[src/rtl/cpu_types_pkg.sv]
// Shared types for the memory arbiter: RAM status, FSM states
// and the word driven on a timed-out transaction.
package cpu_types_pkg;

    typedef logic [31:0] word_t;

    typedef enum logic [1:0] {
        FREE,
        BUSY,
        ACCESS,
        ERROR
    } ramstate_t;

    typedef enum logic [2:0] {
        IDLE,
        DATA,
        INSTR,
        DRESP,
        IRESP
    } arb_state_t;

    localparam word_t ARB_ABORT_WORD = 32'hBAD1BAD1;

endpackage

[src/rtl/memory_arbiter_if.sv]
// Request-unit and RAM handshake bundle seen by the arbiter.
// slave is the arbiter side, master the request unit / RAM side.
interface memory_arbiter_if;
    import cpu_types_pkg::*;

    logic      imemREN;
    word_t     imemaddr;
    logic      dmemREN;
    logic      dmemWEN;
    word_t     dmemaddr;
    word_t     dmemstore;
    logic      ihit;
    logic      dhit;
    word_t     imemload;
    word_t     dmemload;

    logic      ramREN;
    logic      ramWEN;
    word_t     ramaddr;
    word_t     ramstore;
    word_t     ramload;
    ramstate_t ramstate;

    modport slave (
        input  imemREN, imemaddr, dmemREN, dmemWEN,
        input  dmemaddr, dmemstore, ramload, ramstate,
        output ihit, dhit, imemload, dmemload,
        output ramREN, ramWEN, ramaddr, ramstore
    );

    modport master (
        output imemREN, imemaddr, dmemREN, dmemWEN,
        output dmemaddr, dmemstore, ramload, ramstate,
        input  ihit, dhit, imemload, dmemload,
        input  ramREN, ramWEN, ramaddr, ramstore
    );

endinterface

[src/rtl/arb_req_latch.sv]
// Holds address, write data and kind of the transaction in flight.
module arb_req_latch
    import cpu_types_pkg::*;
(
    input  logic  clk,
    input  logic  rst,
    input  logic  load,
    input  word_t addr_d,
    input  word_t data_d,
    input  logic  write_d,
    output word_t addr,
    output word_t data,
    output logic  write
);

    always_ff @(posedge clk) begin
        if (rst) begin
            addr  <= '0;
            data  <= '0;
            write <= 1'b0;
        end else if (load) begin
            addr  <= addr_d;
            data  <= data_d;
            write <= write_d;
        end
    end

endmodule

[src/rtl/memory_arbiter.sv]
// Arbitrates instruction and data requests onto one RAM port, data first.
// MEM_ARB_TIMEOUT_EN enables the abort counter and arb_err.
module memory_arbiter
    import cpu_types_pkg::*;
#(
    parameter int TIMEOUT_CYCLES = 64
) (
    input  logic             CLK,
    input  logic             RST,
    memory_arbiter_if.slave  bus,
    output logic             arb_err
);

    arb_state_t state;
    logic       ren;
    logic       wen;
    logic       ihit;
    logic       dhit;
    word_t      iload;
    word_t      dload;

    word_t      lat_addr;
    word_t      lat_data;
    logic       lat_write;

    logic       dreq;
    logic       load;

    assign dreq = bus.dmemWEN | bus.dmemREN;
    assign load = (state == IDLE) & (dreq | bus.imemREN);

    arb_req_latch u_latch (
        .clk     (CLK),
        .rst     (RST),
        .load    (load),
        .addr_d  (dreq ? bus.dmemaddr : bus.imemaddr),
        .data_d  (dreq ? bus.dmemstore : '0),
        .write_d (dreq & bus.dmemWEN),
        .addr    (lat_addr),
        .data    (lat_data),
        .write   (lat_write)
    );

`ifdef MEM_ARB_TIMEOUT_EN
    localparam int CW = $clog2(TIMEOUT_CYCLES) + 1;
    localparam logic [CW-1:0] LAST = CW'(TIMEOUT_CYCLES - 1);

    logic [CW-1:0] cnt;
    logic          err;

    assign arb_err = err;
`else
    assign arb_err = 1'b0;
`endif

    always_ff @(posedge CLK) begin
        if (RST) begin
            state <= IDLE;
            ren   <= 1'b0;
            wen   <= 1'b0;
            ihit  <= 1'b0;
            dhit  <= 1'b0;
            iload <= '0;
            dload <= '0;
`ifdef MEM_ARB_TIMEOUT_EN
            cnt   <= '0;
            err   <= 1'b0;
`endif
        end else begin
            ihit <= 1'b0;
            dhit <= 1'b0;
`ifdef MEM_ARB_TIMEOUT_EN
            err  <= 1'b0;
            cnt  <= '0;
`endif
            unique case (state)
                IDLE: begin
                    if (dreq) begin
                        state <= DATA;
                        wen   <= bus.dmemWEN;
                        ren   <= ~bus.dmemWEN;
                    end else if (bus.imemREN) begin
                        state <= INSTR;
                        ren   <= 1'b1;
                    end
                end
                DATA: begin
                    if (bus.ramstate == ACCESS) begin
                        state <= DRESP;
                        ren   <= 1'b0;
                        wen   <= 1'b0;
                        dhit  <= 1'b1;
                        if (!lat_write) dload <= bus.ramload;
`ifdef MEM_ARB_TIMEOUT_EN
                    end else if (cnt == LAST) begin
                        state <= DRESP;
                        ren   <= 1'b0;
                        wen   <= 1'b0;
                        dhit  <= 1'b1;
                        err   <= 1'b1;
                        dload <= ARB_ABORT_WORD;
                    end else begin
                        cnt   <= cnt + 1'b1;
`endif
                    end
                end
                INSTR: begin
                    if (bus.ramstate == ACCESS) begin
                        state <= IRESP;
                        ren   <= 1'b0;
                        ihit  <= 1'b1;
                        iload <= bus.ramload;
`ifdef MEM_ARB_TIMEOUT_EN
                    end else if (cnt == LAST) begin
                        state <= IRESP;
                        ren   <= 1'b0;
                        ihit  <= 1'b1;
                        err   <= 1'b1;
                        iload <= ARB_ABORT_WORD;
                    end else begin
                        cnt   <= cnt + 1'b1;
`endif
                    end
                end
                DRESP:   state <= IDLE;
                IRESP:   state <= IDLE;
                default: state <= IDLE;
            endcase
        end
    end

    assign bus.ramREN   = ren;
    assign bus.ramWEN   = wen;
    assign bus.ramaddr  = lat_addr;
    assign bus.ramstore = lat_data;
    assign bus.ihit     = ihit;
    assign bus.dhit     = dhit;
    assign bus.imemload = iload;
    assign bus.dmemload = dload;

endmodule
[src/flat_wrapper.sv]
// flat-port wrapper written by rule: the top's interface ports become plain ports
module memory_arbiter_flat import cpu_types_pkg::*;
#(
    parameter int TIMEOUT_CYCLES = 64
)
  (CLK, RST, arb_err, bus_imemREN, bus_imemaddr, bus_dmemREN, bus_dmemWEN, bus_dmemaddr, bus_dmemstore, bus_ramload, bus_ramstate, bus_ihit, bus_dhit, bus_imemload, bus_dmemload, bus_ramREN, bus_ramWEN, bus_ramaddr, bus_ramstore);
  memory_arbiter_if bus_i ();
  input  logic CLK;
  input  logic RST;
  output logic arb_err;
  input wire logic [$bits(bus_i.imemREN)-1:0] bus_imemREN;
  input wire logic [$bits(bus_i.imemaddr)-1:0] bus_imemaddr;
  input wire logic [$bits(bus_i.dmemREN)-1:0] bus_dmemREN;
  input wire logic [$bits(bus_i.dmemWEN)-1:0] bus_dmemWEN;
  input wire logic [$bits(bus_i.dmemaddr)-1:0] bus_dmemaddr;
  input wire logic [$bits(bus_i.dmemstore)-1:0] bus_dmemstore;
  input wire logic [$bits(bus_i.ramload)-1:0] bus_ramload;
  input wire logic [$bits(bus_i.ramstate)-1:0] bus_ramstate;
  output wire logic [$bits(bus_i.ihit)-1:0] bus_ihit;
  output wire logic [$bits(bus_i.dhit)-1:0] bus_dhit;
  output wire logic [$bits(bus_i.imemload)-1:0] bus_imemload;
  output wire logic [$bits(bus_i.dmemload)-1:0] bus_dmemload;
  output wire logic [$bits(bus_i.ramREN)-1:0] bus_ramREN;
  output wire logic [$bits(bus_i.ramWEN)-1:0] bus_ramWEN;
  output wire logic [$bits(bus_i.ramaddr)-1:0] bus_ramaddr;
  output wire logic [$bits(bus_i.ramstore)-1:0] bus_ramstore;
  assign bus_i.imemREN = bus_imemREN;
  assign bus_i.imemaddr = bus_imemaddr;
  assign bus_i.dmemREN = bus_dmemREN;
  assign bus_i.dmemWEN = bus_dmemWEN;
  assign bus_i.dmemaddr = bus_dmemaddr;
  assign bus_i.dmemstore = bus_dmemstore;
  assign bus_i.ramload = bus_ramload;
  assign bus_i.ramstate = bus_ramstate;
  assign bus_ihit = bus_i.ihit;
  assign bus_dhit = bus_i.dhit;
  assign bus_imemload = bus_i.imemload;
  assign bus_dmemload = bus_i.dmemload;
  assign bus_ramREN = bus_i.ramREN;
  assign bus_ramWEN = bus_i.ramWEN;
  assign bus_ramaddr = bus_i.ramaddr;
  assign bus_ramstore = bus_i.ramstore;
  memory_arbiter #(.TIMEOUT_CYCLES(TIMEOUT_CYCLES)) u_core (.CLK(CLK), .RST(RST), .bus(bus_i), .arb_err(arb_err));
endmodule
[config.mk]
export PLATFORM = sky130hd
export DESIGN_NAME = memory_arbiter_flat
export DESIGN_NICKNAME = d
export VERILOG_FILES = /design/src/rtl/cpu_types_pkg.sv /design/src/rtl/memory_arbiter_if.sv /design/src/rtl/arb_req_latch.sv /design/src/rtl/memory_arbiter.sv /design/src/flat_wrapper.sv
export SDC_FILE = /design/constraint.sdc
export NUM_CORES = 1
export LEC_CHECK = 0
export CAP_MARGIN = 20
export CORE_UTILIZATION = 35
export CTS_CLUSTER_SIZE = 20
export DETAILED_ROUTE_END_ITERATION = 8
export PLACE_DENSITY = 0.69
export SLEW_MARGIN = 10
export SYNTH_ARGS = -nofsm -noshare
export SYNTH_HDL_FRONTEND = slang
export SYNTH_SLANG_ARGS = --single-unit
[constraint.sdc]
create_clock -name CLK -period 2.62 [get_ports CLK]
set_input_delay 0.786 -clock CLK [delete_from_list [all_inputs] [get_ports CLK]]
set_output_delay 0.786 -clock CLK [all_outputs]
set_load 0.05 [all_outputs]
==> reports/results.ini <==
[synth]
ys_types = 31
ys_ff_latch = 136
yosysMostFrequentCell = nand2_1
synth_area_leaders = dfxtp_1 53%, nand2_1 12%, a21oi_1 6.5%
synth_fp_nets = 748
synthFlopType = dfxtp_1
synth_area_um2 = 5120
synth.yosys.seq_area_share_pct = 53.2
synth_edf_count = 0
avgSynthCellArea_um2 = 8.35
yosysTopAreaCellShare_pct = 53.2
ys_warn_count = 0
synthCells = 613
yosys-top-cells-count = 164 x nand2_1, 136 x dfxtp_1, 72 x nor2_1
yosys.area.top_type = dfxtp_1
synthArstFlopShare_pct = 0

[critical_path]
crit_slowest_cell = clkdlybuf4s50_1
critPathBufInv = 1
r2r_setup_slack_ns = 0.78
crit_fanout = 2
arrival_ns = 1.61
reg2reg_depth = 4
startpoint_type = register
crit_chain = clkdlybuf4s50_1
r2r-start = u_core.state[0]$_SDFFE_PP0P_
cp_top_family = buffers and inverters
cp-end-kind = primary output
r2r-end = u_core.u_latch.addr[25]$_SDFFE_PP0P_
critPathKind = register to primary output
required_ns = 1.83
slowest_delay_ns = 0.86

[final_layout]
multi_input_area_um2 = 2110
seq_area_um2 = 2720
final_core_util_pct = 60.5
fillers = 1224
syn_to_final_growth_pct = 66.6
drive_gt1_share_pct = 6.34
nNetsFinal = 991
antenna_cells = 0

[status]
status = completed

[routing]
drt_iter0_drc = 324
avgViaCountPerCell = 4.99
routedWlPerCell_um = 16.0
totalWireLength_mm = 16.8
vias = 5233
detail_route.first_pass.iterations = 4
drc_errors = 0
postRouteAntennaNets = 0

[clock_network]
ctsHoldBuffers = 0
clkTransAtPathRegs_ns = 0.05
post_cts.repair.setup_buffers = 0
clk_latency_ns = 0.42
clock_sinks = 136
cts_root_buf = clkbuf_16
cts_made_buffers = 17
cts_tree = done
htree_levels = 4
cts_resized = 0
cts_buffer_depth = 2

[die]
fp.dieH_um = 123
coreArea_um2 = 14100
ioPinCount = 268
dieArea_um2 = 15100
rows = 43
start_util_pct = 36.3
die_w_um = 123

[timing]
relSlewSlack_pct = 56.1
tightest_slew_ns = 0.659
fin_skew_ns = 0.00862
fmax_mhz = 417
post-route-period-util_pct = 91.6
fin_tns_setup_ns = 0
finalHoldViolations = 0
setup_viol = 0
period_minus_slack_ns = 2.40
rsz0062_at_grt = no
slew_violations = 0

[global_route]
use_met3_pct = 7.93
grt_max_degree = 65
track_usage_pct = 22.2
grt_pass1_vias = 5201
top_usage_layer = met2
antenna_found_initial = 0
met2_usage_pct = 38.3
use_met1_pct = 24.6
overflow = 0
grt_pass1_wl_mm = 25.6

[power_and_ir_drop]
ir_worst_vdd_mv = 0.486
power.density_nw_per_um2 = 803
p_leak_nw = 3.03

[placed_design]
dp_hpwl_mm = 11.4
portBuffers = 266
gp_congestion = 0.797

[min_path]
min_to = u_core.bus.imemload[19]$_SDFFE_PP0P_
min-delay-start = u_core.bus.imemload[19]$_SDFFE_PP0P_
min_path_type = register to register
min_path_cells = 2

[flow_run]
cap_violations = 0

-- area by class of cell --
class,count,area share (%)
inverter,2,0.0881
tap,180,2.64
clock inverter,8,1.97
timing repair buffer,280,33.0
multi-input combinational,419,24.7
clock buffer,23,5.61
sequential,136,31.9
-- worst min-delay path, stage by stage, from the launching register on --
cell and delay [ns]:
dfxtp_1 0.30, nand2_1 0.05, a21oi_1 0.05
-- cells by family after synthesis --
family	Yosys count	share of synthesized area, %
other	1	0.0733
DFF	136	53.2
buffers and inverters	58	5.65
AOI/OAI and AO/OA	168	21.6
and+or+nand+nor	248	19.1
muxes	1	0.196
xor gates and xnor gates	1	0.171
-- routing by layer --
metal | vias up | share of wire [%]
met2 | 211 | 49
li1 | 2572 | -
met4 | 0 | 2.0
met1 | 2426 | 41
met5 | - | 0
met3 | 24 | 7.8
-- power breakdown --
group | switching (mW) | leakage [nW] | internal [mW]
Sequential | 0.108 | 1.11 | 2.26
Clock | 0.864 | 0.313 | 1.76
Combinational | 1.16 | 1.60 | 0.697
Total | 2.13 | 3.03 | 4.71
-- stage by stage --
stage / setup WS [ns] / hold slack, ns / instance area (um^2) / std cells / power (mW)
global route: 0.165 / 0.473 / 8520 / 1048 / 7.11
finish: 0.220 / 0.452 / 8520 / 1048 / 6.84
global placement: 0.180 / 0.441 / 7880 / 1017 / 4.23
detailed placement: 0.0736 / 0.446 / 7880 / 1017 / 4.26
floorplan: 0.615 / 0.440 / 5120 / 613 / 3.59
CTS: 0.195 / 0.454 / 8520 / 1048 / 6.90
-- worst max path at each step --
stage / start / end / cells after the start
2_1_floorplan: bus_dmemWEN / u_core.u_latch.addr[10]$_SDFFE_PP0P_ / 7
3_3_place_gp: bus_dmemREN / u_core.u_latch.addr[23]$_SDFFE_PP0P_ / 5
3_5_place_dp: bus_ramstate[1] / u_core.bus.ramREN$_SDFFE_PP0P_ / 5
4_1_cts: u_core.u_latch.data[5]$_SDFFE_PP0P_ / bus_ramstore[5] / 1
5_1_grt: u_core.bus.dmemload[21]$_SDFFE_PP0P_ / bus_dmemload[21] / 1
6_report: u_core.u_latch.data[5]$_SDFFE_PP0P_ / bus_ramstore[5] / 1
-- state kept, by name, indices dropped and copies added, names as in the netlist --
signal	cells
u_core.bus.ramWEN	1
u_core.bus.imemload	32
u_core.bus.dmemload	32
u_core.bus.ihit	1
u_core.bus.dhit	1
u_core.u_latch.write	1
u_core.u_latch.addr	32
u_core.u_latch.data	32
u_core.bus.ramREN	1
u_core.state	3
-- placed cells by master (no fill, tap or decap) --
| master | n |
|---|---|
| buf_4 | 11 |
| clkdlybuf4s50_1 | 265 |
| a21oi_1 | 66 |
| xnor2_1 | 1 |
| and2_4 | 1 |
| nor2b_1 | 1 |
| nand2_1 | 164 |
| a22oi_1 | 32 |
| o32ai_1 | 1 |
| or3_1 | 1 |
| nor2_2 | 2 |
| mux2i_1 | 1 |
| clkinv_2 | 2 |
| o221ai_1 | 1 |
| a311oi_1 | 25 |
| a41o_1 | 1 |
| nor2_1 | 71 |
| buf_12 | 4 |
| a311oi_2 | 7 |
| o21a_1 | 1 |
| o21ai_0 | 32 |
| and3_1 | 1 |
| nand3_1 | 3 |
| and4b_1 | 1 |
| dfxtp_1 | 136 |
| clkbuf_1 | 3 |
| clkbuf_16 | 17 |
| nor3_2 | 1 |
| or3_4 | 1 |
| clkbuf_8 | 3 |
| bufinv_16 | 5 |
| nand4b_1 | 1 |
| conb_1 | 1 |
| a2111oi_0 | 2 |
| clkinvlp_4 | 1 |
| inv_1 | 2 |
No activity file was read; power rests on OpenSTA's default activity.
